**config.mk**
```make
export PLATFORM = sky130hd
export DESIGN_NAME = csr_trap_ctrl
export DESIGN_NICKNAME = d
export VERILOG_FILES = /design/src/rtl/csr_pkg.sv /design/src/rtl/csr_irq_arbiter.sv /design/src/rtl/csr_trap_ctrl.sv
export SDC_FILE = /design/constraint.sdc
export NUM_CORES = 1
export LEC_CHECK = 0
export CAP_MARGIN = 20
export CORE_MARGIN = 10
export CORE_UTILIZATION = 41
export DETAILED_ROUTE_END_ITERATION = 12
export GPL_TIMING_DRIVEN = 0
export MAX_ROUTING_LAYER = met4
export PLACE_DENSITY = 0.88
export SYNTH_ARGS = -nofsm -noshare
export SYNTH_HDL_FRONTEND = slang
export SYNTH_SLANG_ARGS = --single-unit
```
**constraint.sdc**
```tcl
create_clock -name clk -period 2.4 [get_ports clk]
set_input_delay 0.48 -clock clk [delete_from_list [all_inputs] [get_ports clk]]
set_output_delay 0.48 -clock clk [all_outputs]
set_load 0.03 [all_outputs]
```
**src/rtl/csr_pkg.sv**
```systemverilog
`default_nettype none
// ============================================================================
// Module      : csr_pkg
// Description : Shared constants and types for the machine-mode trap
//               sequencer: CSR addresses, interrupt codes, mstatus bit
//               positions and the sequencer state encoding.
// Revision    : 1.0 - initial release
// ============================================================================
package csr_pkg;

    // Machine-mode CSR addresses
    localparam logic [11:0] CSR_MSTATUS = 12'h300;
    localparam logic [11:0] CSR_MIE     = 12'h304;
    localparam logic [11:0] CSR_MTVEC   = 12'h305;
    localparam logic [11:0] CSR_MEPC    = 12'h341;
    localparam logic [11:0] CSR_MCAUSE  = 12'h342;
    localparam logic [11:0] CSR_MIP     = 12'h344;

    // Interrupt cause codes (also their bit positions in mip/mie)
    localparam logic [3:0] IRQ_CODE_MSI = 4'd3;
    localparam logic [3:0] IRQ_CODE_MTI = 4'd7;
    localparam logic [3:0] IRQ_CODE_MEI = 4'd11;

    // mstatus field positions
    localparam int MSTATUS_MIE    = 3;
    localparam int MSTATUS_MPIE   = 7;
    localparam int MSTATUS_MPP_LO = 11;
    localparam int MSTATUS_MPP_HI = 12;

    // Sequencer states; REDIR is shared by the trap and return paths
    typedef enum logic [2:0] {
        ST_IDLE     = 3'd0,
        ST_W_EPC    = 3'd1,
        ST_W_CAUSE  = 3'd2,
        ST_W_STATUS = 3'd3,
        ST_M_STATUS = 3'd4,
        ST_REDIR    = 3'd5
    } trap_state_t;

endpackage : csr_pkg
`default_nettype wire

```
**src/rtl/csr_irq_arbiter.sv**
```systemverilog
`default_nettype none
// ============================================================================
// Module      : csr_irq_arbiter
// Description : Combinational interrupt arbiter. Picks the highest-priority
//               pending and enabled interrupt in the order MEI > MSI > MTI.
// Revision    : 1.0 - initial release
// ============================================================================
module csr_irq_arbiter
    import csr_pkg::*;
(
    input  logic [31:0] mip_live,
    input  logic [31:0] mie,
    input  logic        gie,
    output logic        irq_take,
    output logic [3:0]  irq_code
);

    logic [31:0] w_pend;

    assign w_pend = mip_live & mie;

    // Fixed-priority selection; code is only meaningful when irq_take is set
    always_comb begin
        irq_take = gie & (|w_pend);
        irq_code = IRQ_CODE_MTI;
        if (w_pend[IRQ_CODE_MEI]) begin
            irq_code = IRQ_CODE_MEI;
        end else if (w_pend[IRQ_CODE_MSI]) begin
            irq_code = IRQ_CODE_MSI;
        end
    end

endmodule : csr_irq_arbiter
`default_nettype wire

```
**src/rtl/csr_trap_ctrl.sv**
```systemverilog
`default_nettype none
// ============================================================================
// Module      : csr_trap_ctrl
// Description : Machine-mode trap sequencer. Accepts interrupts, exceptions
//               and mret at commit, walks the CSR write port through the
//               mepc / mcause / mstatus updates and issues one PC redirect.
//               Optional macro CSR_VECTORED_EN enables vectored interrupt
//               targets (mtvec mode 2'b01 -> base + 4*code).
// Revision    : 1.0 - initial release
// ============================================================================
module csr_trap_ctrl
    import csr_pkg::*;
#(
    parameter int XLEN = 32
) (
    input  logic            clk,
    input  logic            rst,
    input  logic            irq_ext,
    input  logic            irq_timer,
    input  logic            irq_sw,
    input  logic            instr_valid,
    input  logic [XLEN-1:0] pc_cur,
    input  logic            exc_valid,
    input  logic [3:0]      exc_code,
    input  logic            mret_valid,
    input  logic [XLEN-1:0] mstatus,
    input  logic [XLEN-1:0] mie,
    input  logic [XLEN-1:0] mtvec,
    input  logic [XLEN-1:0] mepc,
    output logic [XLEN-1:0] mip_live,
    output logic            csr_wr_en,
    output logic [11:0]     csr_wr_addr,
    output logic [XLEN-1:0] csr_wr_data,
    output logic            stall,
    output logic            redirect_valid,
    output logic [XLEN-1:0] redirect_pc
);

    trap_state_t     r_state;
    trap_state_t     w_state_nxt;
    logic [XLEN-1:0] r_epc;
    logic [XLEN-1:0] r_cause;
    logic [XLEN-1:0] r_mstatus;
    logic [XLEN-1:0] r_mtvec;
    logic            r_is_mret;

    logic            w_irq_take;
    logic [3:0]      w_irq_code;
    logic            w_idle;
    logic            w_take_irq;
    logic            w_take_exc;
    logic            w_take_mret;
    logic            w_accept;
    logic [XLEN-1:0] w_status_trap;
    logic [XLEN-1:0] w_status_mret;
    logic [XLEN-1:0] w_trap_target;

    // Live interrupt-pending view built straight from the interrupt lines
    always_comb begin
        mip_live               = '0;
        mip_live[IRQ_CODE_MEI] = irq_ext;
        mip_live[IRQ_CODE_MTI] = irq_timer;
        mip_live[IRQ_CODE_MSI] = irq_sw;
    end

    csr_irq_arbiter u_irq_arbiter (
        .mip_live (mip_live),
        .mie      (mie),
        .gie      (mstatus[MSTATUS_MIE]),
        .irq_take (w_irq_take),
        .irq_code (w_irq_code)
    );

    // Events are only looked at in IDLE, and never in a reset cycle
    assign w_idle      = (r_state == ST_IDLE);
    assign w_take_irq  = w_idle & ~rst & instr_valid & w_irq_take;
    assign w_take_exc  = w_idle & ~rst & instr_valid & exc_valid & ~w_irq_take;
    assign w_take_mret = w_idle & ~rst & instr_valid & mret_valid & ~w_irq_take & ~exc_valid;
    assign w_accept    = w_take_irq | w_take_exc | w_take_mret;
    assign stall       = ~w_idle | w_accept;

    // State register
    always_ff @(posedge clk) begin
        if (rst) begin
            r_state <= ST_IDLE;
        end else begin
            r_state <= w_state_nxt;
        end
    end

    // Capture event context at acceptance; for mret r_epc holds the target
    always_ff @(posedge clk) begin
        if (rst) begin
            r_epc     <= '0;
            r_cause   <= '0;
            r_mstatus <= '0;
            r_mtvec   <= '0;
            r_is_mret <= 1'b0;
        end else if (w_accept) begin
            r_mstatus <= mstatus;
            r_mtvec   <= mtvec;
            r_is_mret <= w_take_mret;
            r_epc     <= w_take_mret ? mepc : pc_cur;
            if (w_take_irq) begin
                r_cause <= {1'b1, {(XLEN-5){1'b0}}, w_irq_code};
            end else if (w_take_exc) begin
                r_cause <= {{(XLEN-4){1'b0}}, exc_code};
            end else begin
                r_cause <= '0;
            end
        end
    end

    // mstatus images written on trap entry and on return
    always_comb begin
        w_status_trap                               = r_mstatus;
        w_status_trap[MSTATUS_MPIE]                 = r_mstatus[MSTATUS_MIE];
        w_status_trap[MSTATUS_MIE]                  = 1'b0;
        w_status_trap[MSTATUS_MPP_HI:MSTATUS_MPP_LO] = 2'b11;

        w_status_mret                               = r_mstatus;
        w_status_mret[MSTATUS_MIE]                  = r_mstatus[MSTATUS_MPIE];
        w_status_mret[MSTATUS_MPIE]                 = 1'b1;
        w_status_mret[MSTATUS_MPP_HI:MSTATUS_MPP_LO] = 2'b11;
    end

`ifdef CSR_VECTORED_EN
    // Vectored mode offsets interrupts by 4*code; exceptions use the base
    always_comb begin
        w_trap_target = r_mtvec & ~(XLEN'(3));
        if ((r_mtvec[1:0] == 2'b01) && r_cause[XLEN-1]) begin
            w_trap_target = w_trap_target + XLEN'({r_cause[3:0], 2'b00});
        end
    end
`else
    // Mode bits ignored: every trap lands on the aligned base
    assign w_trap_target = r_mtvec & ~(XLEN'(3));
`endif

    // Next-state and CSR-port / redirect drive
    always_comb begin
        w_state_nxt    = r_state;
        csr_wr_en      = 1'b0;
        csr_wr_addr    = '0;
        csr_wr_data    = '0;
        redirect_valid = 1'b0;
        redirect_pc    = '0;
        case (r_state)
            ST_IDLE: begin
                if (w_take_irq | w_take_exc) begin
                    w_state_nxt = ST_W_EPC;
                end else if (w_take_mret) begin
                    w_state_nxt = ST_M_STATUS;
                end
            end
            ST_W_EPC: begin
                csr_wr_en   = 1'b1;
                csr_wr_addr = CSR_MEPC;
                csr_wr_data = {r_epc[XLEN-1:2], 2'b00};
                w_state_nxt = ST_W_CAUSE;
            end
            ST_W_CAUSE: begin
                csr_wr_en   = 1'b1;
                csr_wr_addr = CSR_MCAUSE;
                csr_wr_data = r_cause;
                w_state_nxt = ST_W_STATUS;
            end
            ST_W_STATUS: begin
                csr_wr_en   = 1'b1;
                csr_wr_addr = CSR_MSTATUS;
                csr_wr_data = w_status_trap;
                w_state_nxt = ST_REDIR;
            end
            ST_M_STATUS: begin
                csr_wr_en   = 1'b1;
                csr_wr_addr = CSR_MSTATUS;
                csr_wr_data = w_status_mret;
                w_state_nxt = ST_REDIR;
            end
            ST_REDIR: begin
                redirect_valid = 1'b1;
                redirect_pc    = r_is_mret ? r_epc : w_trap_target;
                w_state_nxt    = ST_IDLE;
            end
            default: begin
                w_state_nxt = ST_IDLE;
            end
        endcase
    end

endmodule : csr_trap_ctrl
`default_nettype wire

```
==> results.toml <==
[outcome]
status = "finished clean"

[die]
die_x_um = 136.6
dieArea_um2 = 18650
start_util = 0.4190
io_pins = 283
rows = 42
core-area_um2 = 13300
die_y_um = 136.6

[critical_path]
crit_type = "register to output port"
reg2reg_depth = 7
worstSetupStartpointType = "register"
worstSetupEndpointType = "output port"
critPathRequiredTime_ns = 1.92
cp_max_fo = 10
startpoint = "r_state[2]$_SDFFE_PP0P_"
r2r_start = "r_state[2]$_SDFFE_PP0P_"
arrival_ns = 1.85

[timing]
grt_setup_unrepaired = "true"
finalCritPeriodShare = 0.9726
setup_tns_ns = 0
fmax_mhz = 428.4
setup_viol = 0
slew-limit-headroom = 0.5980
finalHoldViolations = 0
period_needed_ns = 2.334
skew_ns = 0.006288
tightest_slew_ns = 0.6030
report.final.slew_viol_count = 0

[synth]
synth_top_area_cell = "dfxtp_1"
async_reset_ff_frac = 0
synthTopCellsByArea = "dfxtp_1 36%, mux2i_1 12%, a31o_1 9.3%, and3_1 7.0%, buf_4 6.5%"
netlist.area_leader.share = 0.3630
synth_cell_types = 36
synth_top_family_by_area = "compound AO/OA/AOI/OAI gates"
yosys.area_share.simple = 0.1507
synth_flop_cell = "dfxtp_1"
synth_enable_flop_cells = 0
syn_area_um2 = 5570
synth_compound_area_frac = 0.2446
postSynthAreaPerCell_um2 = 9.253
synth_adder_area_share = 0
synth_xor_area_frac = 0
synthMuxAreaShare = 0.1150
synth_cells = 602
yosysSeqAreaShare = 0.3630
yosys_warnings = 0
synth_seq_cells = 101

[cts]
ctsHoldBuffers = 0
cts_max_level = 3
ctsRootBufferMaster = "clkbuf_16"
cts_made_buffers = 9
clock_path_buffers = 2
clock_latency_ns = 0.35
cts_sinks = 101
cts_tree = "done"
clk_pin_slew_ns = 0.06

[route]
ant_nets = 0
drc = 0
drtIter0Drc = 389
drt_pass1_iterations = 5
via_per_inst = 5.299
wl_per_cell_um = 20.61
wirelength_um = 21690
vias = 5575

[power_and_ir_drop]
swShare = 0.3068
leakage_nw = 3.734
switchingPower_mw = 1.438
pwr-share-clk = 0.298
pwr-share-seq = 0.418
vdd_drop_max_mv = 0.3268
p_int_mw = 3.250
p_comb_frac = 0.284
powerDensity_nw_per_um2 = 563.2

[final_layout]
syn_to_final_growth_pct = 49.44
final_nets = 1041
layout-drive-gt1-share = 0.2071
final_cell_area_um2 = 8324

[global_routing]
overflow = 0
first_global_vias = 5705
grt_use_total = 0.2304
antenna_found_initial = 1
grt_pass1_wl_um = 32350
grt_max_degree = 16

[hold_path]
min-delay-path-class = "input pin to register"
hold_start = "rst"
hold-path-cell-count = 2

[placement]
gp_congestion = 0.8681
hpwl_um = 16610
io_buffers = 212
post_dp_cell_area_um2 = 8049

[flow_run]
maxCapViolations = 0
metrics by stage:
stage | std cells | util | hold slack [ns] | power [mW] | worst slack (ns)
floorplan | 637 | - | 0.4381 | 2.759 | 0.2678
global placement | 1025 | 0.6054 | 0.4508 | 3.264 | -0.8772
detailed placement | 1025 | 0.6054 | 0.4631 | 3.294 | -0.8769
CTS | 1049 | 0.6275 | 0.4230 | 4.685 | 0.0001024
global route | 1051 | 0.6259 | 0.4485 | 4.875 | -0.02516
finish | 1052 | 0.6261 | 0.4349 | 4.688 | 0.06568
flip-flops by register name (all words and copies together) (netlist names):
signal and flops:
r_epc 32, r_mstatus 30, r_mtvec 30, r_cause 5, r_state 3, r_is_mret 1
power by group through the flow:
| stage | sequential (mW) | combinational, mW | clock (mW) |
|---|---|---|---|
| after global placement | 1.98 | 1.28 | 0 |
| after floorplan | 1.95 | 0.807 | 0 |
| after CTS | 1.95 | 1.32 | 1.41 |
| after detailed placement | 1.99 | 1.30 | 0 |
| final | 1.96 | 1.33 | 1.40 |
| after global routing | 1.98 | 1.43 | 1.47 |
timing repair:
item	CTS	global route
buffers inserted	8	3
resized for setup	272	54
endpoints found under the setup margin	72	73
hold endpoints to repair	0	0
pin swaps	2	2
critical path, cell delays in order, from the launching register on:
cell	delay, ns
dfxtp_1	0.33
buf_6	0.15
inv_1	0.07
nand2_1	0.13
nor2_4	0.09
buf_4	0.16
or2_2	0.28
buf_4	0.13
buf_2	0.17
cells in the final DEF, fill, tap and decap left out, types with 18 or more instances in the layout:
cell / synthesis / final
a211oi_1: 33 / 33
a21oi_1: 34 / 34
a22o_1: 27 / 27
a31o_1: 59 / 59
and3_1: 62 / 62
buf_2: 18 / 31
buf_4: 48 / 68
clkbuf_1: 25 / 20
clkbuf_2: 0 / 18
clkdlybuf4s50_1: 0 / 139
conb_1: 1 / 36
dfxtp_1: 101 / 100
mux2i_1: 64 / 64
nand2b_1: 32 / 32
nor2_1: 35 / 34
layer usage:
metal	up-vias	GRT usage	part of all wire	wire length (um)
met1	2627	0.2700	0.43	9311
met2	233	0.3694	0.47	10230
li1	2677	-	-	-
met4	0	0.09704	0.028	599
met5	-	-	0	0
met3	38	0.05682	0.071	1541
final timing paths:
check                           slack [ns]                   endpoint
worst max-delay path                  0.07             csr_wr_addr[6]
worst min register to register        0.47  r_mstatus[3]$_SDFFE_PP0P_
worst max register to register        0.57   r_mtvec[10]$_SDFFE_PP0P_
worst min-delay path                  0.43      r_epc[0]$_SDFFE_PP0P_
synthesized netlist by cell type (4+ instances only):
library cell / instances
a211oi_1: 33
a21o_1: 5
a21oi_1: 34
a22o_1: 27
a31o_1: 59
a32o_1: 5
and3_1: 62
buf_2: 18
buf_4: 48
buf_6: 12
clkbuf_1: 25
dfxtp_1: 101
inv_1: 4
mux2i_1: 64
nand2_1: 8
nand2b_1: 32
nor2_1: 35
o21ai_0: 4
kinds of logic after synthesis:
logic type / Yosys count
other: 1
buffers and inverters: 109
AND/OR/NAND/NOR: 150
AO/OA/AOI/OAI: 177
multiplexers: 64
flip-flops: 101
cell type report:
cell class / count / area (um2)
diodes: 2 / 5.005
fillers: 1139 / 4971
clock inverters: 4 / 22.52
repair buffers: 223 / 2011
plain buffers: 103 / 758.2
well taps: 176 / 220.2
inverters: 4 / 15.01
clock buffers: 12 / 256.5
flip-flops and latches: 101 / 2026
multi-input cells: 427 / 3010
(Power assumes the default switching activity.)
==> RTL change, RTL diff (same settings) <==
`MSTATUS_MPP_HI`: 12 -> 13.
--- a/src/rtl/csr_pkg.sv
+++ b/src/rtl/csr_pkg.sv
@@ -26,5 +26,5 @@
     localparam int MSTATUS_MPIE   = 7;
     localparam int MSTATUS_MPP_LO = 11;
-    localparam int MSTATUS_MPP_HI = 12;
+    localparam int MSTATUS_MPP_HI = 13;
 
     // Sequencer states; REDIR is shared by the trap and return paths
Function: changed (Yosys sat finds a counterexample within 4 cycles, from zero or initial values and one cycle with rst high).
==> RTL change against the original RTL <==
Synthesized area shrank 4.9%; design area shrank 2.4%; sequential power grew 3%; worst setup slack lost 0.0087 ns; power grew 6.8%; routed wire length shrank 4.4%; clock skew is essentially flat; global-route usage grew 0.078 points; clock power grew 20%; via count shrank 4.4%; sequential cell count shrank 1.
==> RTL change: results <==
group,metric,value,unit
global_route,grt_pass1_vias,5422,
global_route,antenna_found_initial,0,
finish,fin_util,64.4,%
setup_path,timing.rr.start,"r_state[1]",
route,viasPerCell,5.17,
yosys,yosysSeqAreaShare,37.8,%
place,place_congestion,0.865,
finish,multi_input_area_share,36.1,%
clocking,clkLatencyLatePin,0.35,ns
finish,clockBufferCount,10,
setup_path,slowest_stage,"dfxtp_1",
setup_path,rrSetupSlack,0.43,ns
finish,reg.largest.list,"r_epc (32), r_mtvec (30), r_mstatus (29)",
global_route,gr-usage-all-layers,23.1,%
hold_path,hp-class,"reg -> reg",
place,pre_cts_slack,-1.29,ns
yosys,synthTopCellsByCount,"dfxtp_1 (100), nor3_1 (65), nor2b_1 (60), buf_4 (42), nand2_1 (41)",
finish,postLayoutCellArea,8120,µm²
hold_path,hp-start,"r_epc[0]",
timing,finalClockSkew,0.00587,ns
setup_path,r2r-end,"r_mstatus[10]",
place,port_buffers,211,
clocking,clock_tree.root_cell,"clkbuf_16",
yosys,synth_seq_cells,100,
finish,antenna_cells,0,
place,dp.cells,1007,
place,hpwl,15600,µm
timing,holdWs,0.471,ns
finish,inv_count,7,
route,dr_total_vias,5328,
clocking,cts.repair.resized,237,
setup_path,slowest_delay,0.33,ns
route,wirelength,20700,µm
yosys,synth.area.top_cells,"dfxtp_1 (38%), mux2_2 (7.2%), nor2b_1 (7.1%), mux2i_1 (6.2%), nor3_1 (6.1%)",
yosys,postSynthCellCount,589,
place,placed_area,7760,µm²
global_route,grt_max_degree,17,
finish,nNonClkBuffers,308,
finish,area_share_nonclk_buffers,32.0,%
power,power_leakage,3.47,nW
route,wl_met3,1640,µm
yosys,ys_warn_count,0,
route,wl_met2,10200,µm
global_route,grt_pass1_wl,31500,µm
yosys,synth_cell_type_count,41,
finish,nFillCells,1078,
clocking,post-cts-setup-buffers,8,
timing,layout_setup_ws,0.0569,ns
route,first_iter_violations,433,
power,vdd_drop_max,0.579,mV
setup_path,cp_top_family,"buffers and inverters",
run_status,outcome,"finished, final reports clean",
finish,clk_share,4.19,%
route,met1_length,8460,µm
finish,register_area,2010,µm²
timing,max_slew_margin,49.7,%
setup_path,reg2reg_depth,8,
finish,drive_gt1_share,21.2,%
RTL change: cells by family after synthesis:
| logic type | share of synthesized area [%] |
|---|---|
| compound gates | 12.9 |
| buf+inv | 10.5 |
| flops | 37.8 |
| mux | 18.4 |
| other cells | 0.0708 |
| simple gates | 20.4 |
RTL change: worst max-delay path by stage:
stage,startpoint,to
floorplan,irq_sw,stall
global placement,irq_sw,stall
finish,r_state[2],csr_wr_addr[6]
CTS,r_state[1],csr_wr_addr[1]
global route,r_state[2],csr_wr_addr[6]
detailed placement,irq_sw,stall
RTL change: power by group:
part | switching [mW] | internal, mW | total [mW] | leakage [nW]
registers | 0.155 | 1.87 | 2.02 | 0.827
logic | 0.658 | 0.651 | 1.31 | 2.48
clock network | 0.657 | 1.02 | 1.68 | 0.163
RTL change: metal layers:
metal | up-vias | track usage (%)
met2 | 254 | 38.8
met1 | 2518 | 26.5
met3 | 30 | 6.65
li1 | 2526 | -
met5 | - | -
met4 | 0 | 5.93
